[config.mk]
export PLATFORM = sky130hd
export DESIGN_NAME = pid_mc
export DESIGN_NICKNAME = d
export VERILOG_FILES = /design/src/rtl/pid_mc.sv
export SDC_FILE = /design/constraint.sdc
export NUM_CORES = 2
export LEC_CHECK = 0
export BUFFER_PORTS_ARGS = -buffer_cell sky130_fd_sc_hd__buf_2
export CELL_PAD_IN_SITES_DETAIL_PLACEMENT = 1
export CELL_PAD_IN_SITES_GLOBAL_PLACEMENT = 2
export CORE_ASPECT_RATIO = 1.2
export CORE_MARGIN = 3
export CORE_UTILIZATION = 41
export CTS_CLUSTER_SIZE = 20
export DETAILED_ROUTE_END_ITERATION = 8
export PLACE_DENSITY = 0.9
export SYNTH_ARGS = -nofsm -noshare
export SYNTH_HDL_FRONTEND = slang
export SYNTH_SLANG_ARGS = --single-unit
[constraint.sdc]
create_clock -name clk -period 12.5 [get_ports clk]
set_clock_uncertainty 0.15 [all_clocks]
set_input_delay 1.25 -clock clk [delete_from_list [all_inputs] [get_ports clk]]
set_output_delay 1.25 -clock clk [all_outputs]
set_load 0.01 [all_outputs]
[src/rtl/pid_mc.sv]
// pid_mc: time-multiplexed multi-channel PID controller.
// A single subtract/multiply/shift/add datapath is stepped through
// ERR -> MUL -> SHF -> ACC once per channel after a start request.
// Integrator and previous-error state are kept internally per channel.
//
// Ports:
//   clk, rst_n          clock, asynchronous active-low reset
//   start, clear        run all channels once / zero per-channel state (IDLE only)
//   pos_d, pos          signed setpoints and measured positions, channel c at [c*W +: W]
//   kp_n, ki_n, kd_n    signed gain numerators per channel
//   kp_sh, ki_sh, kd_sh right-shift amounts per channel (denominator = 2^sh)
//   pwm, dir, sat       saturated output, ~sign(pwm), output-clamped flag per channel
//   err, int_err        last error and integrator per channel
//   busy, done          run in progress / one-cycle completion pulse
//
// Optional feature: define PID_ANTIWINDUP_EN to freeze the integrator on a
// run whose output clamps in the direction the error is pushing.
module pid_mc #(
    parameter int unsigned NUM_CH  = 4,
    parameter int unsigned W       = 13,
    parameter int unsigned SHW     = 4,
    parameter int unsigned INT_LIM = 2047
) (
    input  logic                  clk,
    input  logic                  rst_n,
    input  logic                  start,
    input  logic                  clear,
    input  logic [NUM_CH*W-1:0]   pos_d,
    input  logic [NUM_CH*W-1:0]   pos,
    input  logic [NUM_CH*W-1:0]   kp_n,
    input  logic [NUM_CH*W-1:0]   ki_n,
    input  logic [NUM_CH*W-1:0]   kd_n,
    input  logic [NUM_CH*SHW-1:0] kp_sh,
    input  logic [NUM_CH*SHW-1:0] ki_sh,
    input  logic [NUM_CH*SHW-1:0] kd_sh,
    output logic [NUM_CH*W-1:0]   pwm,
    output logic [NUM_CH-1:0]     dir,
    output logic [NUM_CH*W-1:0]   err,
    output logic [NUM_CH*W-1:0]   int_err,
    output logic [NUM_CH-1:0]     sat,
    output logic                  busy,
    output logic                  done
);

    localparam int unsigned CW = (NUM_CH > 1) ? $clog2(NUM_CH) : 1;
    localparam int unsigned PW = 2 * W;

    typedef logic signed [W-1:0]  word_t;
    typedef logic signed [PW-1:0] prod_t;

    localparam prod_t MAX_W  = PW'((2 ** (W - 1)) - 1);
    localparam prod_t MIN_W  = -MAX_W - PW'(1);
    localparam prod_t ILIM_P = PW'(INT_LIM);
    localparam prod_t ILIM_N = -ILIM_P;

    typedef enum logic [2:0] {
        S_IDLE,
        S_ERR,
        S_MUL,
        S_SHF,
        S_ACC,
        S_DONE
    } state_t;

    // Saturate a wide signed value into the W-bit range.
    function automatic word_t sat_w(input prod_t x);
        if (x > MAX_W)      return word_t'(MAX_W[W-1:0]);
        else if (x < MIN_W) return word_t'(MIN_W[W-1:0]);
        else                return word_t'(x[W-1:0]);
    endfunction

    // Per-channel views of the packed buses
    word_t          pos_d_a [NUM_CH];
    word_t          pos_a   [NUM_CH];
    word_t          kp_a    [NUM_CH];
    word_t          ki_a    [NUM_CH];
    word_t          kd_a    [NUM_CH];
    logic [SHW-1:0] kps_a   [NUM_CH];
    logic [SHW-1:0] kis_a   [NUM_CH];
    logic [SHW-1:0] kds_a   [NUM_CH];

    // Output registers double as the stored previous error / integrator
    word_t pwm_a [NUM_CH];
    word_t err_a [NUM_CH];
    word_t int_a [NUM_CH];

    for (genvar c = 0; c < NUM_CH; c++) begin : g_ch
        assign pos_d_a[c] = pos_d[c*W +: W];
        assign pos_a[c]   = pos[c*W +: W];
        assign kp_a[c]    = kp_n[c*W +: W];
        assign ki_a[c]    = ki_n[c*W +: W];
        assign kd_a[c]    = kd_n[c*W +: W];
        assign kps_a[c]   = kp_sh[c*SHW +: SHW];
        assign kis_a[c]   = ki_sh[c*SHW +: SHW];
        assign kds_a[c]   = kd_sh[c*SHW +: SHW];
        assign pwm[c*W +: W]     = pwm_a[c];
        assign err[c*W +: W]     = err_a[c];
        assign int_err[c*W +: W] = int_a[c];
    end

    state_t         state;
    logic [CW-1:0]  idx;

    // Pipeline registers between datapath stages
    word_t          e_r, i_r, d_r;
    word_t          kp_r, ki_r, kd_r;
    logic [SHW-1:0] sp_r, si_r, sd_r;
    prod_t          p_p, p_i, p_d;
    word_t          t_p, t_i, t_d;

    // ERR-stage arithmetic for the current channel
    prod_t isum_c;
    word_t e_c, i_c, d_c;
    always_comb begin
        e_c    = sat_w(PW'(pos_d_a[idx]) - PW'(pos_a[idx]));
        isum_c = PW'(int_a[idx]) + PW'(e_c);
        if (isum_c > ILIM_P)      i_c = word_t'(ILIM_P[W-1:0]);
        else if (isum_c < ILIM_N) i_c = word_t'(ILIM_N[W-1:0]);
        else                      i_c = word_t'(isum_c[W-1:0]);
        d_c    = sat_w(PW'(e_c) - PW'(err_a[idx]));
    end

    // ACC-stage sum (value fits W+2 bits) and output clamp
    prod_t sum_c;
    word_t pwm_c;
    logic  clamp_c;
    logic  hold_c;
    always_comb begin
        sum_c   = PW'(t_p) + PW'(t_i) + PW'(t_d);
        pwm_c   = sat_w(sum_c);
        clamp_c = (sum_c > MAX_W) || (sum_c < MIN_W);
    end

`ifdef PID_ANTIWINDUP_EN
    // Freeze the integrator when the clamp is in the direction of the error
    assign hold_c = clamp_c && (e_r[W-1] == sum_c[PW-1]);
`else
    assign hold_c = 1'b0;
`endif

    // Sequencer and datapath registers
    always_ff @(posedge clk or negedge rst_n) begin
        if (!rst_n) begin
            state <= S_IDLE;
            idx   <= '0;
            busy  <= 1'b0;
            done  <= 1'b0;
            dir   <= '1;
            sat   <= '0;
            for (int c = 0; c < NUM_CH; c++) begin
                pwm_a[c] <= '0;
                err_a[c] <= '0;
                int_a[c] <= '0;
            end
            e_r  <= '0;
            i_r  <= '0;
            d_r  <= '0;
            kp_r <= '0;
            ki_r <= '0;
            kd_r <= '0;
            sp_r <= '0;
            si_r <= '0;
            sd_r <= '0;
            p_p  <= '0;
            p_i  <= '0;
            p_d  <= '0;
            t_p  <= '0;
            t_i  <= '0;
            t_d  <= '0;
        end else begin
            done <= 1'b0;
            case (state)
                S_IDLE: begin
                    if (clear) begin
                        for (int c = 0; c < NUM_CH; c++) begin
                            err_a[c] <= '0;
                            int_a[c] <= '0;
                        end
                    end
                    if (start) begin
                        state <= S_ERR;
                        idx   <= '0;
                        busy  <= 1'b1;
                    end
                end
                S_ERR: begin
                    e_r   <= e_c;
                    i_r   <= i_c;
                    d_r   <= d_c;
                    kp_r  <= kp_a[idx];
                    ki_r  <= ki_a[idx];
                    kd_r  <= kd_a[idx];
                    sp_r  <= kps_a[idx];
                    si_r  <= kis_a[idx];
                    sd_r  <= kds_a[idx];
                    state <= S_MUL;
                end
                S_MUL: begin
                    p_p   <= PW'(kp_r) * PW'(e_r);
                    p_i   <= PW'(ki_r) * PW'(i_r);
                    p_d   <= PW'(kd_r) * PW'(d_r);
                    state <= S_SHF;
                end
                S_SHF: begin
                    t_p   <= sat_w(p_p >>> sp_r);
                    t_i   <= sat_w(p_i >>> si_r);
                    t_d   <= sat_w(p_d >>> sd_r);
                    state <= S_ACC;
                end
                S_ACC: begin
                    pwm_a[idx] <= pwm_c;
                    dir[idx]   <= ~pwm_c[W-1];
                    sat[idx]   <= clamp_c;
                    err_a[idx] <= e_r;
                    if (!hold_c) begin
                        int_a[idx] <= i_r;
                    end
                    if (idx == CW'(NUM_CH - 1)) begin
                        state <= S_DONE;
                    end else begin
                        idx   <= idx + CW'(1);
                        state <= S_ERR;
                    end
                end
                S_DONE: begin
                    done  <= 1'b1;
                    busy  <= 1'b0;
                    state <= S_IDLE;
                end
                default: state <= S_IDLE;
            endcase
        end
    end

endmodule

==> run metrics <==
Worst Setup End Kind=register; die area=107,000 µm²; PortBufs=477; drt first pass iters=5; Ys Warns=0; Final Cycle Share=68.7%; Worst-path clk slew=0.06 ns; Ports=478; Worst Path Arrival=8.92 ns; dominant cell type by area after synthesis=fa_1; Setup Crit Path Kind=register to register; vias in the first global route=37.9k; worst rel slew slack=17.0%; Final Critical Period=8.59 ns; core area=102,000 µm²; largest net degree at the start of global routing=129; CTS Buf Count=47; post-DR vias/cell=5.49; FFs w/ async S/R, synth=100%; Seq/Total Area, Yosys=22.3%; Placement Cell Area=45,800 µm²; layout cells sized above 1=17.6%; Seq cells post-synth=378; Setup Viol. Count Final=0; actual slew at the worst max-slew pin=1.24 ns; Critical Path Source Type=register; Post-Syn Area=42,400 µm²; final core occ=46.7%; Final Slew Violations=0; Sink Count=378; Syn Nets=5,563; Root Driver=clkbuf_16; # rows=128; first-pass GRT wire length=215,000 µm; Hold Buf Count CTS=0; RSZ-0062 raised after global routing=false; routability cong.=0.911; main flop type after synthesis=dfrtp_1; clock latency on the worst-skew pair=0.63 ns; total track usage=25.7%; Maximum Capacitance Violations=0; nets=5,861; Post-synth EDFFs=0; Hold WC Path Type=register to register; total global routing overflow=0; Post-DRT Antenna Nets=0; Final Cell Area=47,600 µm²; starting density of the core=41.5%; WP data required=12.83 ns; Die Span X=299 µm; via count=34.1k; First DRT Iteration DRCs=1,676; Mapped Cells=4,498; Syn Area/Cell=9.42 µm²; FF-to-FF path depth=23; CP Max Fanout=24; Layout area overhead=12.4%; Worst Hold Path Cells=2; post_cts resized=0; drt wl/cell=22.1 µm; dpl hpwl=108,000 µm; Die Span Y=358 µm; Detailed Route WL=137,000 µm; setup TNS=0 ns; fmax=116 MHz; Yosys cell types=83; Hold Vio Cnt, Final=0; Bufs on Longest Clock Path=3; status=finished clean; htree depth=2; initial antenna violation count=5; CTS tree=done; top cells by area, synth=fa_1, dfrtp_1, nand2_1; setup bufs post-CTS=0; Yosys top cell area share=23.7%; # DRC=0
==> cells by family after synthesis <==
kind of cell / count (synthesis) / share of synthesized area [%]
adder cells (fa/ha/maj): 758 / 31.2
flip-flops: 378 / 22.3
AND/OR/NAND/NOR: 1370 / 14.4
AO/OA/AOI/OAI: 744 / 11.1
multiplexers: 277 / 10.8
XOR/XNOR: 127 / 2.63
buffers and inverters: 844 / 7.52
==> worst max-delay path: stages (launching register included) <==
cell and delay [ns]:
dfrtp_4 0.73, buf_4 0.48, mux4_2 0.72, inv_1 0.13, ha_1 0.30, a211oi_1 0.51
o21bai_1 0.36, a32o_1 0.40, nor2_1 0.76, nor2_1 0.29, o31ai_1 0.61, inv_1 0.13
ha_1 0.27, ha_1 0.23, nand2_1 0.07, nand2_1 0.05, o21a_1 0.18, o21ai_1 0.31
a21boi_0 0.16, o21ba_2 0.25, or4_1 0.47, o311ai_1 0.31, or2_0 0.36, a32oi_1 0.16
==> Yosys cell counts, types with 7 or more instances <==
cell type    n
nand2_1    860
inv_1      568
fa_1       501
dfrtp_1    374
o21ai_0    275
ha_1       252
clkbuf_1   224
and2_1     216
a21oi_1    137
mux4_2     135
nor2_1     111
xnor2_1     91
mux2_2      77
o211ai_1    69
mux2i_1     65
a211oi_1    48
a21o_1      48
nand2b_1    44
buf_1       41
xor2_1      36
nor2b_1     29
o21bai_1    28
nor3_1      24
nand3_1     23
o31ai_1     23
o21a_1      19
and3_1      13
a31oi_1     12
o31a_1      11
or4_1       10
nor4_1       7
or3_1        7
==> final timing paths <==
check / from / slack, ns / to
max: idx[0] / 3.91 / i_r[2]
min: pwm[26] / 0.35 / pwm[26]
max reg2reg: idx[0] / 3.91 / i_r[2]
min reg2reg: pwm[26] / 0.35 / pwm[26]
max in group asynchronous: rst_n / 9.05 / idx[1]
min in group asynchronous: rst_n / 0.57 / err[50]
==> metal layers <==
metal / wire [µm] / vias up / track usage [%]
met5: 0 / - / 0
met1: 54800 / 17600 / 31.3
met2: 69000 / 878 / 45.6
met4: 5370 / 0 / 9.22
li1: - / 15300 / -
met3: 8040 / 240 / 4.52
==> placed cells by master (no fill, tap or decap), types with 24 or more instances in the layout <==
cell type	n
nand2_1	859
inv_1	568
fa_1	501
buf_2	476
dfrtp_1	372
o21ai_0	275
ha_1	252
and2_1	215
a21oi_1	137
mux4_2	135
nor2_1	111
xnor2_1	91
mux2_2	77
o211ai_1	69
mux2i_1	65
a211oi_1	48
a21o_1	48
clkbuf_16	47
nand2b_1	44
buf_4	44
xor2_1	36
nor2b_1	29
o21bai_1	28
nor3_1	24
==> area by class of cell <==
cell class              count  area (µm²)
diodes                      6        15.0
clock buffers              61        1290
clock inverters            26         505
fillers                 11800       54400
inverters                 571        2140
multi-input cells        3276       29700
flip-flops and latches    378        9470
well taps                1365        1710
repair buffers            522        2750
==> state kept, by name (all words and copies together) (netlist names), 3 cells and up <==
| register | flops |
|---|---|
| err | 52 |
| int_err | 52 |
| pwm | 52 |
| p_d | 26 |
| p_i | 26 |
| p_p | 26 |
| d_r | 13 |
| e_r | 13 |
| i_r | 13 |
| kd_r | 13 |
| ki_r | 13 |
| kp_r | 13 |
| t_d | 13 |
| t_i | 13 |
| t_p | 13 |
| dir | 4 |
| sat | 4 |
| sd_r | 4 |
| si_r | 4 |
| sp_r | 4 |
| state | 3 |
==> stage by stage <==
| stage | worst slack, ns | instances | hold WS (ns) |
|---|---|---|---|
| after floorplan | 5.17 | 4498 | 0.295 |
| after global placement | 4.02 | 6112 | 0.318 |
| after detailed placement | 3.80 | 6112 | 0.330 |
| after CTS | 3.94 | 6199 | 0.350 |
| after global routing | 3.27 | 6200 | 0.375 |
| final | 3.91 | 6205 | 0.349 |
Power is left out: the tool's default activity adds up to more than one toggle a clock period on the data nets, which glitch-free logic cannot reach.
